==> config.mk <==
export PLATFORM = sky130hd
export DESIGN_NAME = uut_result_packer
export DESIGN_NICKNAME = d
export VERILOG_FILES = /design/src/rtl/uut_result_packer.sv
export SDC_FILE = /design/constraint.sdc
export NUM_CORES = 1
export LEC_CHECK = 0
export BUFFER_PORTS_ARGS = -buffer_cell sky130_fd_sc_hd__clkbuf_2
export CAP_MARGIN = 10
export CORE_MARGIN = 1.5
export CORE_UTILIZATION = 30
export CTS_BUF_LIST = sky130_fd_sc_hd__clkbuf_4 sky130_fd_sc_hd__clkbuf_8
export DETAILED_ROUTE_END_ITERATION = 6
export HOLD_SLACK_MARGIN = 0.05
export PLACE_DENSITY = 0.51
export REMOVE_ABC_BUFFERS = 1
export SLEW_MARGIN = 10
export SYNTH_ARGS = -nofsm -noshare
export SYNTH_HDL_FRONTEND = slang
export SYNTH_SLANG_ARGS = --single-unit
export TNS_END_PERCENT = 1
==> constraint.sdc <==
create_clock -name clk -period 2.07 [get_ports clk]
set_input_delay 0.3105 -clock clk [delete_from_list [all_inputs] [get_ports clk]]
set_output_delay 0.3105 -clock clk [all_outputs]
set_load 0.01 [all_outputs]
==> src/rtl/uut_result_packer.sv <==
// Measures hash-core latency from release to end_signal, then streams the
// captured hash and cycle count as a big-endian byte record over valid/ready.
module uut_result_packer #(
  parameter int HASH_WIDTH = 128,
  parameter int CNT_WIDTH  = 32
) (
  input  logic                  clk,
  input  logic                  rst,
  input  logic                  start_i,
  input  logic                  end_signal_i,
  input  logic [HASH_WIDTH-1:0] hash_i,
  output logic [7:0]            byte_o,
  output logic                  byte_valid_o,
  input  logic                  byte_ready_i,
  output logic                  busy_o,
  output logic                  done_o,
  output logic                  overflow_o
);

  localparam int N_BYTES = HASH_WIDTH / 8 + CNT_WIDTH / 8;
  localparam int REC_W   = N_BYTES * 8;
  localparam int IDX_W   = $clog2(N_BYTES);
  localparam logic [IDX_W-1:0] LAST_IDX = IDX_W'(N_BYTES - 1);

  typedef enum logic [1:0] {IDLE, COUNT, SEND, DONE} state_t;

  state_t               state_q, state_d;
  logic [CNT_WIDTH-1:0] cnt_q, cnt_d;
  logic                 ovf_q, ovf_d;
  logic [IDX_W-1:0]     idx_q, idx_d;
  logic [REC_W-1:0]     rec_q, rec_d;
  logic [7:0]           byte_q, byte_d;
  logic                 valid_q, valid_d;
  logic                 done_q, done_d;
  logic                 busy_q, busy_d;
  logic [IDX_W-1:0]     idx_inc;

  // Byte 0 of the record is the most significant byte of the latched word.
  logic [7:0] rec_bytes [N_BYTES];
  generate
    for (genvar gi = 0; gi < N_BYTES; gi++) begin : g_rec_bytes
      assign rec_bytes[gi] = rec_q[REC_W-1-gi*8 -: 8];
    end
  endgenerate

  assign idx_inc = idx_q + 1'b1;

  always_comb begin
    state_d = state_q;
    cnt_d   = cnt_q;
    ovf_d   = ovf_q;
    idx_d   = idx_q;
    rec_d   = rec_q;
    byte_d  = byte_q;
    valid_d = valid_q;
    done_d  = 1'b0;
    case (state_q)
      IDLE: begin
        if (start_i) begin
          cnt_d   = '0;
          ovf_d   = 1'b0;
          state_d = COUNT;
        end
      end
      COUNT: begin
        if (start_i) begin
          cnt_d = '0;
          ovf_d = 1'b0;
        end else if (end_signal_i) begin
          // First byte is loaded at the capture edge so valid rises next cycle.
          rec_d   = {hash_i, cnt_q};
          idx_d   = '0;
          byte_d  = hash_i[HASH_WIDTH-1 -: 8];
          valid_d = 1'b1;
          state_d = SEND;
        end else if (&cnt_q) begin
          ovf_d = 1'b1;
        end else begin
          cnt_d = cnt_q + 1'b1;
        end
      end
      SEND: begin
        if (valid_q && byte_ready_i) begin
          if (idx_q == LAST_IDX) begin
            valid_d = 1'b0;
            byte_d  = 8'h00;
            done_d  = 1'b1;
            state_d = DONE;
          end else begin
            idx_d  = idx_inc;
            byte_d = rec_bytes[idx_inc];
          end
        end
      end
      DONE: begin
        state_d = IDLE;
      end
      default: begin
        state_d = IDLE;
      end
    endcase
    busy_d = (state_d != IDLE);
  end

  always_ff @(posedge clk or negedge rst) begin
    if (!rst) begin
      state_q <= IDLE;
      cnt_q   <= '0;
      ovf_q   <= 1'b0;
      idx_q   <= '0;
      rec_q   <= '0;
      byte_q  <= 8'h00;
      valid_q <= 1'b0;
      done_q  <= 1'b0;
      busy_q  <= 1'b0;
    end else begin
      state_q <= state_d;
      cnt_q   <= cnt_d;
      ovf_q   <= ovf_d;
      idx_q   <= idx_d;
      rec_q   <= rec_d;
      byte_q  <= byte_d;
      valid_q <= valid_d;
      done_q  <= done_d;
      busy_q  <= busy_d;
    end
  end

  assign byte_o       = byte_q;
  assign byte_valid_o = valid_q;
  assign busy_o       = busy_q;
  assign done_o       = done_q;
  assign overflow_o   = ovf_q;

endmodule

==> summary.md <==
| Metric | Value |
|---|---|
| Worst min-delay path class | `input pin to flip-flop` |
| First-pass DRT Iterations | `5` |
| Post-route clock skew | `29.8 ps` |
| Leakage | `0.00624 uW` |
| CP required | `2550 ps` |
| Delay-heaviest family, CP | `simple AND/OR/NAND/NOR gates` |
| Average size of a mapped cell | `12.6 sq um` |
| Period minus WS final | `2020 ps` |
| First-pass GRT wire length | `47.5 mm` |
| Mapped Cells | `805` |
| Setup crit end kind | `flip-flop` |
| Async S/R FF share, synth | `100%` |
| Total Wirelength | `29.7 mm` |
| Fraction of the yosys area taken by sequential cells | `52.2%` |
| Core footprint | `0.0334 sq mm` |
| Headroom to the max-slew limit | `57.4%` |
| Switch Pwr | `4030 uW` |
| Peak VDD IR | `381 uV` |
| Clock buffer depth | `3` |
| Die Y | `187 um` |
| H-tree levels | `2` |
| Top post-synthesis cells by area | `dfrtp_1 (52%), mux2_2 (17%), mux2i_1 (6.4%)` |
| Die ar. | `0.0349 sq mm` |
| Row count | `67` |
| Slowest CP cell | `a2111o_1` |
| Slew Limit Fails | `0` |
| Largest net degree at the start of global routing | `55` |
| CTS Buf Count | `38` |
| Diode count | `0` |
| Worst Path Max Fanout | `7` |
| Crit path buffers/inverters | `2` |
| Clk pin slew, worst setup/hold paths | `70 ps` |
| CP Data Arrival Time | `2490 ps` |
| Final-layout fill cell count | `3169` |
| Final hold vios | `0` |
| Gr ovfl total | `0` |
| Root Driver | `clkbuf_8` |
| Via count | `8011` |
| Crit-path max cell delay | `410 ps` |
| Fmax | `495 MHz` |
| RSZ-0062 raised after global routing | `yes` |
| Cell internal pwr | `9870 uW` |
| Number of flops mapped to enable cells by yosys | `0` |
| Slew @ Worst Pin | `639 ps` |
| Final ANT Viol Nets | `0` |
| Max Cap Viol | `0` |
| Vias in the first global route | `8423` |
| DRC viols | `0` |
| Ports | `145` |
| Worst-path cell chain | `buf_4 > and4_1 > nand4_1 > a2111o_1 > buf_6 > or4_1 > nand2_1` |
| Number of DRC markers in iteration 0 | `386` |
| Area leader, netlist | `dfrtp_1` |
| Nets | `1306` |
| Wire per inst | `18.0 um` |
| I/O Buffers | `144` |
| DP Area | `0.0121 sq mm` |
| Net Sw Frac | `29.0%` |
| HPWL Detailed | `20.1 mm` |
| Die X | `187 um` |
| Startpoint Class | `flip-flop` |
| GRT Total Usage | `17.2%` |
| Period utilization | `97.5%` |
| GPL Wtd Cong | `0.800` |
| Non-Filler Instances | `1644` |
| Synthesis-to-layout area growth | `40.6%` |
| Outcome | `finished clean` |
| Starting Density | `30.3%` |
| Initial antenna violation count | `0` |
| CTS tree | `built` |
| Main synth FF type | `dfrtp_1` |
| Number of synthesized register bits | `211` |
| Setup violators final | `0` |
| Netlist Area Pre-Place | `0.0101 sq mm` |
| Drt via density | `4.87` |
| Placed cells | `1444` |
| Kind of critical path | `flip-flop to flip-flop` |
| Fraction of layout cells with a size suffix above 1 | `42.0%` |
| Power Density | `976 mW/mm^2` |
| Synth unique cells | `59` |
| Syn. warnings | `0` |
| Seq pwr share | `43.0%` |
| Worst skew pair latency | `550 ps` |
| CTS Sinks | `211` |
| Design area | `0.0142 sq mm` |
| Area share of the largest cell type after synthesis | `52.2%` |
| Clk pwr share | `29.6%` |
| Comb pwr share | `27.4%` |
per-layer routing:
layer / track usage [%] / vias to the layer above / share of wire, %
met2: 29.6 / 181 / 49
met1: 22.4 / 3987 / 45
li1: - / 3798 / -
met4: 4.00 / 0 / 1.6
met5: 0 / - / 0
met3: 3.08 / 45 / 4.3
layout make-up:
type                       count  area [sq um]  area share [%]
sequential                   211          5290            37.1
clock inverter                 6          57.6           0.404
multi-input combinational    538          4640            32.6
clock buffer                  59           743            5.22
inverter                       6          22.5           0.158
timing repair buffer         376          2930            20.6
tap                          448           561            3.94
synth_stat cells, drive strengths merged (2+ instances only):
cell and count:
or4 12, o21a 10, nand2 34, nand2b 8, nor4 3, nand3 16, and3 6, or3 10
xnor2 3, dfrtp 211, nor2b 2, ha 2, mux2i 65, a31o 4, a21oi 28, a21o 3
nand3b 2, a32oi 8, nand4bb 2, o211ai 5, nand4 10, mux2 157, nor2 17, o311ai 2
and4 13, nor3b 2, and2 2, o31ai 8, a31oi 11, a41o 2, a22oi 32, inv 5
mux4 8, o21ai 30, buf 27, a41oi 2, o22ai 8, a2111o 3, clkbuf 22
cells in the final DEF, fill, tap and decap left out, types with 4 or more instances in the layout:
cell	count
or4_1	10
o211ai_1	5
a31o_2	4
mux4_2	8
a32oi_1	8
o21ai_0	30
buf_4	92
dfrtp_1	209
clkbuf_2	143
dlygate4sd3_1	128
o31ai_1	8
nand4_1	9
a31oi_1	11
nand2b_1	7
and4_1	9
nand3_1	16
a21oi_1	25
nor2_1	16
clkbuf_4	11
o22ai_1	8
and3_1	5
or3_1	10
clkbuf_8	49
a22oi_1	31
mux2_2	157
o21a_1	10
nand2_1	34
inv_1	5
mux2i_1	65
buf_12	11
clkinv_2	4
state kept, by name (all words and copies together), names as in the netlist:
| name | count |
|---|---|
| byte_o | 8 |
| done_o | 1 |
| overflow_o | 1 |
| byte_valid_o | 1 |
| idx_q | 5 |
| cnt_q | 32 |
| rec_bytes | 160 |
| state_q | 2 |
| busy_o | 1 |
cell families after synthesis:
family / share of synthesized area [%]
AOI/OAI and AO/OA: 10.8
buffers and inverters: 2.55
muxes: 25.7
DFF: 52.2
adders and majority gates: 0.247
xor gates and xnor gates: 0.346
and+or+nand+nor: 8.25
power by group through the flow:
stage | sequential [uW] | combinational, uW | clock (uW)
finish | 5980 | 3810 | 4110
global route | 6130 | 4150 | 4440
CTS | 5960 | 3860 | 4260
detailed placement | 6030 | 3650 | 0
global placement | 6000 | 3620 | 0
floorplan | 6040 | 2440 | 0
stage by stage:
step	util [%]	total power (uW)	hold WS [ps]	setup TNS (ps)	setup slack [ps]
final	42.7	13900	116	0	51.4
after floorplan	-	8480	14.9	-912350	-6100
after detailed placement	36.2	9680	310	-38.3	-38.3
after global routing	42.7	14700	104	-122	-30.2
after global placement	36.2	9620	311	-28.3	-28.3
after CTS	42.4	14100	105	0	35.7
worst paths after layout:
check                           depth (start not counted)                         end                 startpoint  slack, ps
worst min-delay path                                    2  rec_bytes[154]$_DFFE_PN0P_                hash_i[122]        120
worst min register to register                          2   rec_bytes[17]$_DFFE_PN0P_  rec_bytes[17]$_DFFE_PN0P_        480
worst max register to register                          7       cnt_q[22]$_DFFE_PN0P_       cnt_q[8]$_DFFE_PN0P_         50
worst max-delay path                                    7       cnt_q[22]$_DFFE_PN0P_       cnt_q[8]$_DFFE_PN0P_         50
max in group asynchronous                               3  rec_bytes[116]$_DFFE_PN0P_                        rst       1080
min in group asynchronous                               2       byte_o[7]$_DFFE_PN0P_                        rst        320
timing repair:
item                       CTS  global route
setup endpoints to repair    2            11
hold buffers               128             0
buffers inserted             0             7
resized for setup            1            10
pin swaps                    1             9
hold endpoints to repair   171             0
Note: power is estimated with default switching activity, not from simulation.
